### src/rtl/regbank_pkg.sv
// Shared definitions for the parametrised register bank: memory FSM states and select-space layout.
// Latency: n/a (types, constants and pure helper functions only).
// Backpressure: n/a.
package regbank_pkg;

  typedef enum logic [1:0] {
    IDLE  = 2'd0,
    LOAD  = 2'd1,
    STORE = 2'd2
  } fsm_state_t;

  // Select-space layout: GPRs from 0, then input ports, then output ports, then W.
  function automatic int in_base_of(input int num_gpr);
    return num_gpr;
  endfunction

  function automatic int out_base_of(input int num_gpr, input int num_in);
    return num_gpr + num_in;
  endfunction

  function automatic int w_addr_of(input int num_gpr, input int num_in, input int num_out);
    return num_gpr + num_in + num_out;
  endfunction

  // Layout for the default configuration (28 GPR, 2 in, 2 out).
  localparam int IN_BASE  = in_base_of(28);
  localparam int OUT_BASE = out_base_of(28, 2);
  localparam int W_ADDR   = w_addr_of(28, 2, 2);

endpackage

### src/rtl/regbank_mem_fsm.sv
// Req/ack FSM moving the working register W to/from data memory; owns mem_req/mem_we/mem_wdata.
// Latency: request registered on the edge after mem_rd/mem_wr; W load strobe on the mem_ack cycle.
// Backpressure: holds mem_req until mem_ack with no timeout; new mem_rd/mem_wr ignored while busy.
// Ports: clk/rst_n (sync, active low); mem_rd/mem_wr pulses; mem_ack; w_val (current W);
//        mem_req/mem_we/mem_wdata to memory; busy; w_load tells the top to capture mem_rdata.
module regbank_mem_fsm
  import regbank_pkg::*;
#(
  parameter int WIDTH = 16
) (
  input  logic             clk,
  input  logic             rst_n,
  input  logic             mem_rd,
  input  logic             mem_wr,
  input  logic             mem_ack,
  input  logic [WIDTH-1:0] w_val,
  output logic             mem_req,
  output logic             mem_we,
  output logic [WIDTH-1:0] mem_wdata,
  output logic             busy,
  output logic             w_load
);

  fsm_state_t state_q;

  always_ff @(posedge clk) begin
    if (!rst_n) begin
      state_q   <= IDLE;
      mem_req   <= 1'b0;
      mem_we    <= 1'b0;
      mem_wdata <= '0;
      busy      <= 1'b0;
    end else begin
      case (state_q)
        IDLE: begin
          // Store has priority; a simultaneous load request is dropped.
          // w_val is the pre-edge W, so a same-cycle write to W is not stored.
          if (mem_wr) begin
            state_q   <= STORE;
            mem_req   <= 1'b1;
            mem_we    <= 1'b1;
            mem_wdata <= w_val;
            busy      <= 1'b1;
          end else if (mem_rd) begin
            state_q <= LOAD;
            mem_req <= 1'b1;
            mem_we  <= 1'b0;
            busy    <= 1'b1;
          end
        end
        LOAD, STORE: begin
          if (mem_ack) begin
            state_q <= IDLE;
            mem_req <= 1'b0;
            mem_we  <= 1'b0;
            busy    <= 1'b0;
          end
        end
        default: begin
          state_q <= IDLE;
          mem_req <= 1'b0;
          mem_we  <= 1'b0;
          busy    <= 1'b0;
        end
      endcase
    end
  end

  assign w_load = (state_q == LOAD) && mem_ack;

endmodule

### src/rtl/param_register_bank.sv
// Register bank: NUM_GPR GPRs, NUM_IN registered inputs, NUM_OUT outputs and W on one select space.
// Latency: reads combinational, writes at the clock edge, inputs seen one cycle after pi changes.
// Backpressure: writes to W dropped while a memory transfer is busy; other writes always land.
// Ports: sel_a/sel_b -> data_a/data_b reads; sel_c/data_c/wr_c write; pi in, po out, w_out;
//        mem_* req/ack memory interface and busy from regbank_mem_fsm.
// Build option: define REGBANK_FWD_EN for same-cycle write-through on the read ports.
module param_register_bank
  import regbank_pkg::*;
#(
  parameter int WIDTH   = 16,
  parameter int NUM_GPR = 28,
  parameter int NUM_IN  = 2,
  parameter int NUM_OUT = 2,
  parameter int SEL_W   = 6
) (
  input  logic                       clk,
  input  logic                       rst_n,
  input  logic [SEL_W-1:0]           sel_a,
  input  logic [SEL_W-1:0]           sel_b,
  output logic [WIDTH-1:0]           data_a,
  output logic [WIDTH-1:0]           data_b,
  input  logic [SEL_W-1:0]           sel_c,
  input  logic [WIDTH-1:0]           data_c,
  input  logic                       wr_c,
  input  logic [NUM_IN*WIDTH-1:0]    pi,
  output logic [NUM_OUT*WIDTH-1:0]   po,
  output logic [WIDTH-1:0]           w_out,
  input  logic                       mem_rd,
  input  logic                       mem_wr,
  output logic                       mem_req,
  output logic                       mem_we,
  output logic [WIDTH-1:0]           mem_wdata,
  input  logic [WIDTH-1:0]           mem_rdata,
  input  logic                       mem_ack,
  output logic                       busy
);

  localparam int IN_B  = in_base_of(NUM_GPR);
  localparam int OUT_B = out_base_of(NUM_GPR, NUM_IN);
  localparam int W_A   = w_addr_of(NUM_GPR, NUM_IN, NUM_OUT);

  localparam logic [SEL_W-1:0] IN_S  = SEL_W'(IN_B);
  localparam logic [SEL_W-1:0] OUT_S = SEL_W'(OUT_B);
  localparam logic [SEL_W-1:0] W_S   = SEL_W'(W_A);

  logic [WIDTH-1:0] gpr_q [NUM_GPR];
  logic [WIDTH-1:0] pi_q  [NUM_IN];
  logic [WIDTH-1:0] po_q  [NUM_OUT];
  logic [WIDTH-1:0] w_q;
  logic             w_load;

  // Write target decode; input addresses and anything above W are not writable.
  logic sel_c_gpr, sel_c_po, sel_c_w, writable_c;
  assign sel_c_gpr  = (sel_c < IN_S);
  assign sel_c_po   = (sel_c >= OUT_S) && (sel_c < W_S);
  assign sel_c_w    = (sel_c == W_S) && !busy;
  assign writable_c = sel_c_gpr || sel_c_po || sel_c_w;

  always_ff @(posedge clk) begin
    if (!rst_n) begin
      for (int i = 0; i < NUM_GPR; i++) gpr_q[i] <= '0;
      for (int i = 0; i < NUM_IN; i++)  pi_q[i]  <= '0;
      for (int i = 0; i < NUM_OUT; i++) po_q[i]  <= '0;
      w_q <= '0;
    end else begin
      for (int i = 0; i < NUM_IN; i++) pi_q[i] <= pi[i*WIDTH +: WIDTH];
      for (int i = 0; i < NUM_GPR; i++)
        if (wr_c && sel_c == SEL_W'(i)) gpr_q[i] <= data_c;
      for (int i = 0; i < NUM_OUT; i++)
        if (wr_c && sel_c == SEL_W'(OUT_B + i)) po_q[i] <= data_c;
      // A load can only complete while busy, when CPU writes to W are blocked.
      if (w_load)
        w_q <= mem_rdata;
      else if (wr_c && sel_c_w)
        w_q <= data_c;
    end
  end

  function automatic logic [WIDTH-1:0] read_sel(input logic [SEL_W-1:0] sel);
    logic [WIDTH-1:0] v;
    v = '0;
    for (int i = 0; i < NUM_GPR; i++) if (sel == SEL_W'(i))         v = gpr_q[i];
    for (int i = 0; i < NUM_IN; i++)  if (sel == SEL_W'(IN_B + i))  v = pi_q[i];
    for (int i = 0; i < NUM_OUT; i++) if (sel == SEL_W'(OUT_B + i)) v = po_q[i];
    if (sel == W_S) v = w_q;
    return v;
  endfunction

  always_comb begin
    data_a = read_sel(sel_a);
    data_b = read_sel(sel_b);
`ifdef REGBANK_FWD_EN
    if (wr_c && writable_c && sel_a == sel_c) data_a = data_c;
    if (wr_c && writable_c && sel_b == sel_c) data_b = data_c;
`endif
  end

  always_comb begin
    po = '0;
    for (int i = 0; i < NUM_OUT; i++) po[i*WIDTH +: WIDTH] = po_q[i];
  end

  assign w_out = w_q;

  regbank_mem_fsm #(.WIDTH(WIDTH)) u_mem_fsm (
    .clk       (clk),
    .rst_n     (rst_n),
    .mem_rd    (mem_rd),
    .mem_wr    (mem_wr),
    .mem_ack   (mem_ack),
    .w_val     (w_q),
    .mem_req   (mem_req),
    .mem_we    (mem_we),
    .mem_wdata (mem_wdata),
    .busy      (busy),
    .w_load    (w_load)
  );

endmodule

### config.mk
export PLATFORM = sky130hd
export DESIGN_NAME = param_register_bank
export DESIGN_NICKNAME = d
export VERILOG_FILES = /design/src/rtl/regbank_pkg.sv /design/src/rtl/regbank_mem_fsm.sv /design/src/rtl/param_register_bank.sv
export SDC_FILE = /design/constraint.sdc
export NUM_CORES = 1
export LEC_CHECK = 0
export ABC_AREA = 0
export ABC_CLOCK_PERIOD_IN_PS = 2880
export CAP_MARGIN = 20
export CORE_AREA = 2 2 353 355
export CTS_CLUSTER_SIZE = 10
export DETAILED_ROUTE_END_ITERATION = 12
export DIE_AREA = 0 0 355 357
export PLACE_DENSITY = 0.52
export SYNTH_ARGS = -nofsm -noshare
export SYNTH_HDL_FRONTEND = slang
export SYNTH_HIERARCHICAL = 1
export SYNTH_SLANG_ARGS = --single-unit
### constraint.sdc
create_clock -name clk -period 2.88 [get_ports clk]
set_clock_uncertainty 0.15 [all_clocks]
set_input_delay 0.576 -clock clk [delete_from_list [all_inputs] [get_ports clk]]
set_output_delay 0.576 -clock clk [all_outputs]
set_load 0.02 [all_outputs]
==> results.toml <==
[finish]
drive_gt1_frac = 0.4021
final_cell_area_um2 = 47240
finish.net_count = 4035
synthToLayoutAreaGrowth_pct = 55.04
final_core_utilization = 0.3841

[floorplan]
design.die.area_um2 = 126700
fp.dieW_um = 355
ios = 187
initial_utilization = 0.2477
core_region_area_um2 = 123000
num_rows = 129
floorplan.die.height_um = 357

[placed_design]
finalWeightedCongestion = 1.029
placement.io_buffers = 186
postPlaceCellArea_um2 = 40900
detailedPlacementHpwl_um = 137300
detailedPlace.worstSlack_ps = -1962

[synth]
number_of_enable_type_register_cells_in_the_synthesized_netlist = 480
seq_area_frac_synth = 0.5171
ys_seq_elements = 547
number_of_cells_produced_by_synthesis = 2978
synthArstFlopShare = 0
synthesized_area_per_cell_um2 = 10.23
ys.flop_type = "edfxtp_1"
syn-num-nets = 3068
yosys.area.top_type_share = 0.4731
synth_area_leaders = "edfxtp_1 47%, nor2_1 5.7%, dfxtp_1 4.4%, o21ai_0 3.7%, a21oi_1 3.5%"
most_instantiated_cells_after_synthesis = "480 x edfxtp_1, 465 x nor2_1, 236 x nand2_1, 224 x o21ai_0, 216 x a21oi_1"
ys.warnings.count = 6
yosysMostFrequentCell = "edfxtp_1"
syn-cell-area_um2 = 30470
yosys.area.top_type = "edfxtp_1"
post_synth_num_cell_types = 85

[cts]
clockRootBuffer = "clkbuf_16"
cts.sinks = 547
clock_tree_from_tritoncts = "yes"
total_clock_buffers_created_by_cts = 68
worst_setup_hold_path_clk_slew_ps = 60
clock_tree_buf_depth = 3
clk-insertion-delay-late_ps = 670
h-tree-depth = 3
hold_buffers = 0

[timing]
report.final.slew_viol_count = 0
fmaxAchievable_mhz = 264.7
tightest_pin_transition_ps = 839.4
report.final.hold_viol_count = 0
slew-limit-headroom = 0.4390
timing.final.ws_setup_ps = -897.7
fin_crit_sh = 1.312
setup_viol = 32
rsz0062_at_grt = "true"
timing.setup.tns_ps = -22910
final.min_clock_period_ps = 3778
hold-worst-slack_ps = 235.8

[flow_run]
drv.max_cap_violation_count = 0

[critical_path]
crit_start_category = "flop"
worst-endpoint-required_ps = 2150
arrival_ps = 3050
crit_type = "reg2out"
crit_path_end_kind = "output port"
crit_path_max_fanout = 2

[pwr]
leakage_uw = 0.01777
irDropWorstVdd_mv = 0.3974
power_density_nw_per_um2 = 476.6

[detailed_routing]
routed_via_density = 5.661
detail_route.wl_per_cell_um = 32.62
dr.pass1.iters = 6
drt_iter0_drc = 4618
drt_wl_total_um = 183200
drc = 0
count_of_vias_placed_by_the_detailed_router = 31800
antenna_left = 0

[global_routing]
number_of_global_route_vias_before_repair = 30450
maximum_number_of_pins_on_one_net_before_global_route_repair = 49
grt_pass1_wl_um = 248300
globalRouteOverflowTotal = 0
grt_antenna_before_repair = 4
grtUsageTotal = 0.2793

[outcome]
violated_checks = "setup timing"
status = "finished with violations"

[worst_hold_path]
timing.hold.worst.class = "in2reg"
-- cells by family (layout without fill, tap and decap cells) --
family                     after synthesis  count (layout)  share of synthesized area
buffers and inverters                  306            1307                    0.04653
muxes                                  211             211                    0.09158
adders and majority gates                2               2                  0.0008212
DFF                                    547             547                     0.5171
other                                    0               2                          0
and+or+nand+nor                       1023            1023                     0.1548
AOI/OAI and AO/OA                      889             889                     0.1892
-- area by class of cell --
| cell class | count | area [µm²] |
|---|---|---|
| Inverter | 37 | 142.6 |
| Clock buffer | 89 | 1832 |
| Timing Repair Buffer | 1166 | 11390 |
| Fill cell | 12210 | 75760 |
| Antenna cell | 2 | 5.005 |
| Clock inverter | 15 | 177.7 |
| Multi-Input combinational cell | 2125 | 15880 |
| Tap cell | 1637 | 2048 |
| Sequential cell | 547 | 15760 |
-- path summary, 6_finish.rpt --
kind | startpoint | endpoint | slack, ps | depth (start not counted)
worst max-delay path | gpr_q[1][24] | data_b[8] | -900 | 7
worst min-delay path | rst_n | w_out[2] | 240 | 2
worst max register to register | u_mem_fsm/busy | w_out[14] | 1070 | 7
worst min register to register | u_mem_fsm/mem_wdata[7] | u_mem_fsm/mem_wdata[7] | 310 | 2
-- flip-flops by register name, indices dropped and copies added, names as in the netlist --
name,cells
gpr_q,448
pi_q,32
po_q,32
u_mem_fsm/busy,1
u_mem_fsm/mem_wdata,16
u_mem_fsm/mem_we,1
u_mem_fsm/state_q,1
w_out,16
-- critical path, cell delays in order (launching register included) --
cell	delay [ps]
edfxtp_1	570
or3_1	400
a2111oi_2	370
a21oi_1	80
o21ai_0	170
o221ai_4	170
a221o_2	460
buf_6	170
-- layout by cell type (no fill, tap or decap), drive strengths merged, types with 50 or more instances in the layout --
cell and count:
buf 1019, a21oi 216, nor2 467, mux2i 101
nand2 236, and2 74, nor3 50, mux2 62
edfxtp 480, o22ai 69, clkdlybuf4s50 141, clkbuf 92
dfxtp 67, o21ai 227, nand3 55
-- through the flow --
stage          std cells  total power [µW]
2_1_floorplan       2978             11210
3_3_place_gp        5378             13770
3_5_place_dp        5378             13760
4_1_cts             5570             22270
5_1_grt             5616             23010
6_report            5618             22510
-- metal layers --
layer / routed length [µm] / GRT usage / vias to the layer above / share of wire
met3: 18740 / 0.05709 / 476 / 0.10
met1: 75550 / 0.3810 / 15920 / 0.41
met2: 76550 / 0.4140 / 2200 / 0.42
met5: 36 / 0 / - / 0.00020
li1: - / - / 13200 / -
met4: 12360 / 0.1521 / 6 / 0.067
-- where the power goes --
group	internal [µW]	switching, µW	total (µW)
clock	4560	3560	8110
combinational	2090	2740	4830
sequential	9140	429	9560
total	15800	6730	22500
-- timing repair --
action                                  4_1_cts  5_1_grt
buffers inserted                             95       57
hold endpoints to repair                      0        0
resized for setup                           620      217
endpoints found under the setup margin       32       32
cloned                                        8        3
pin swaps                                   153      137
No activity file was read; power rests on OpenSTA's default activity.
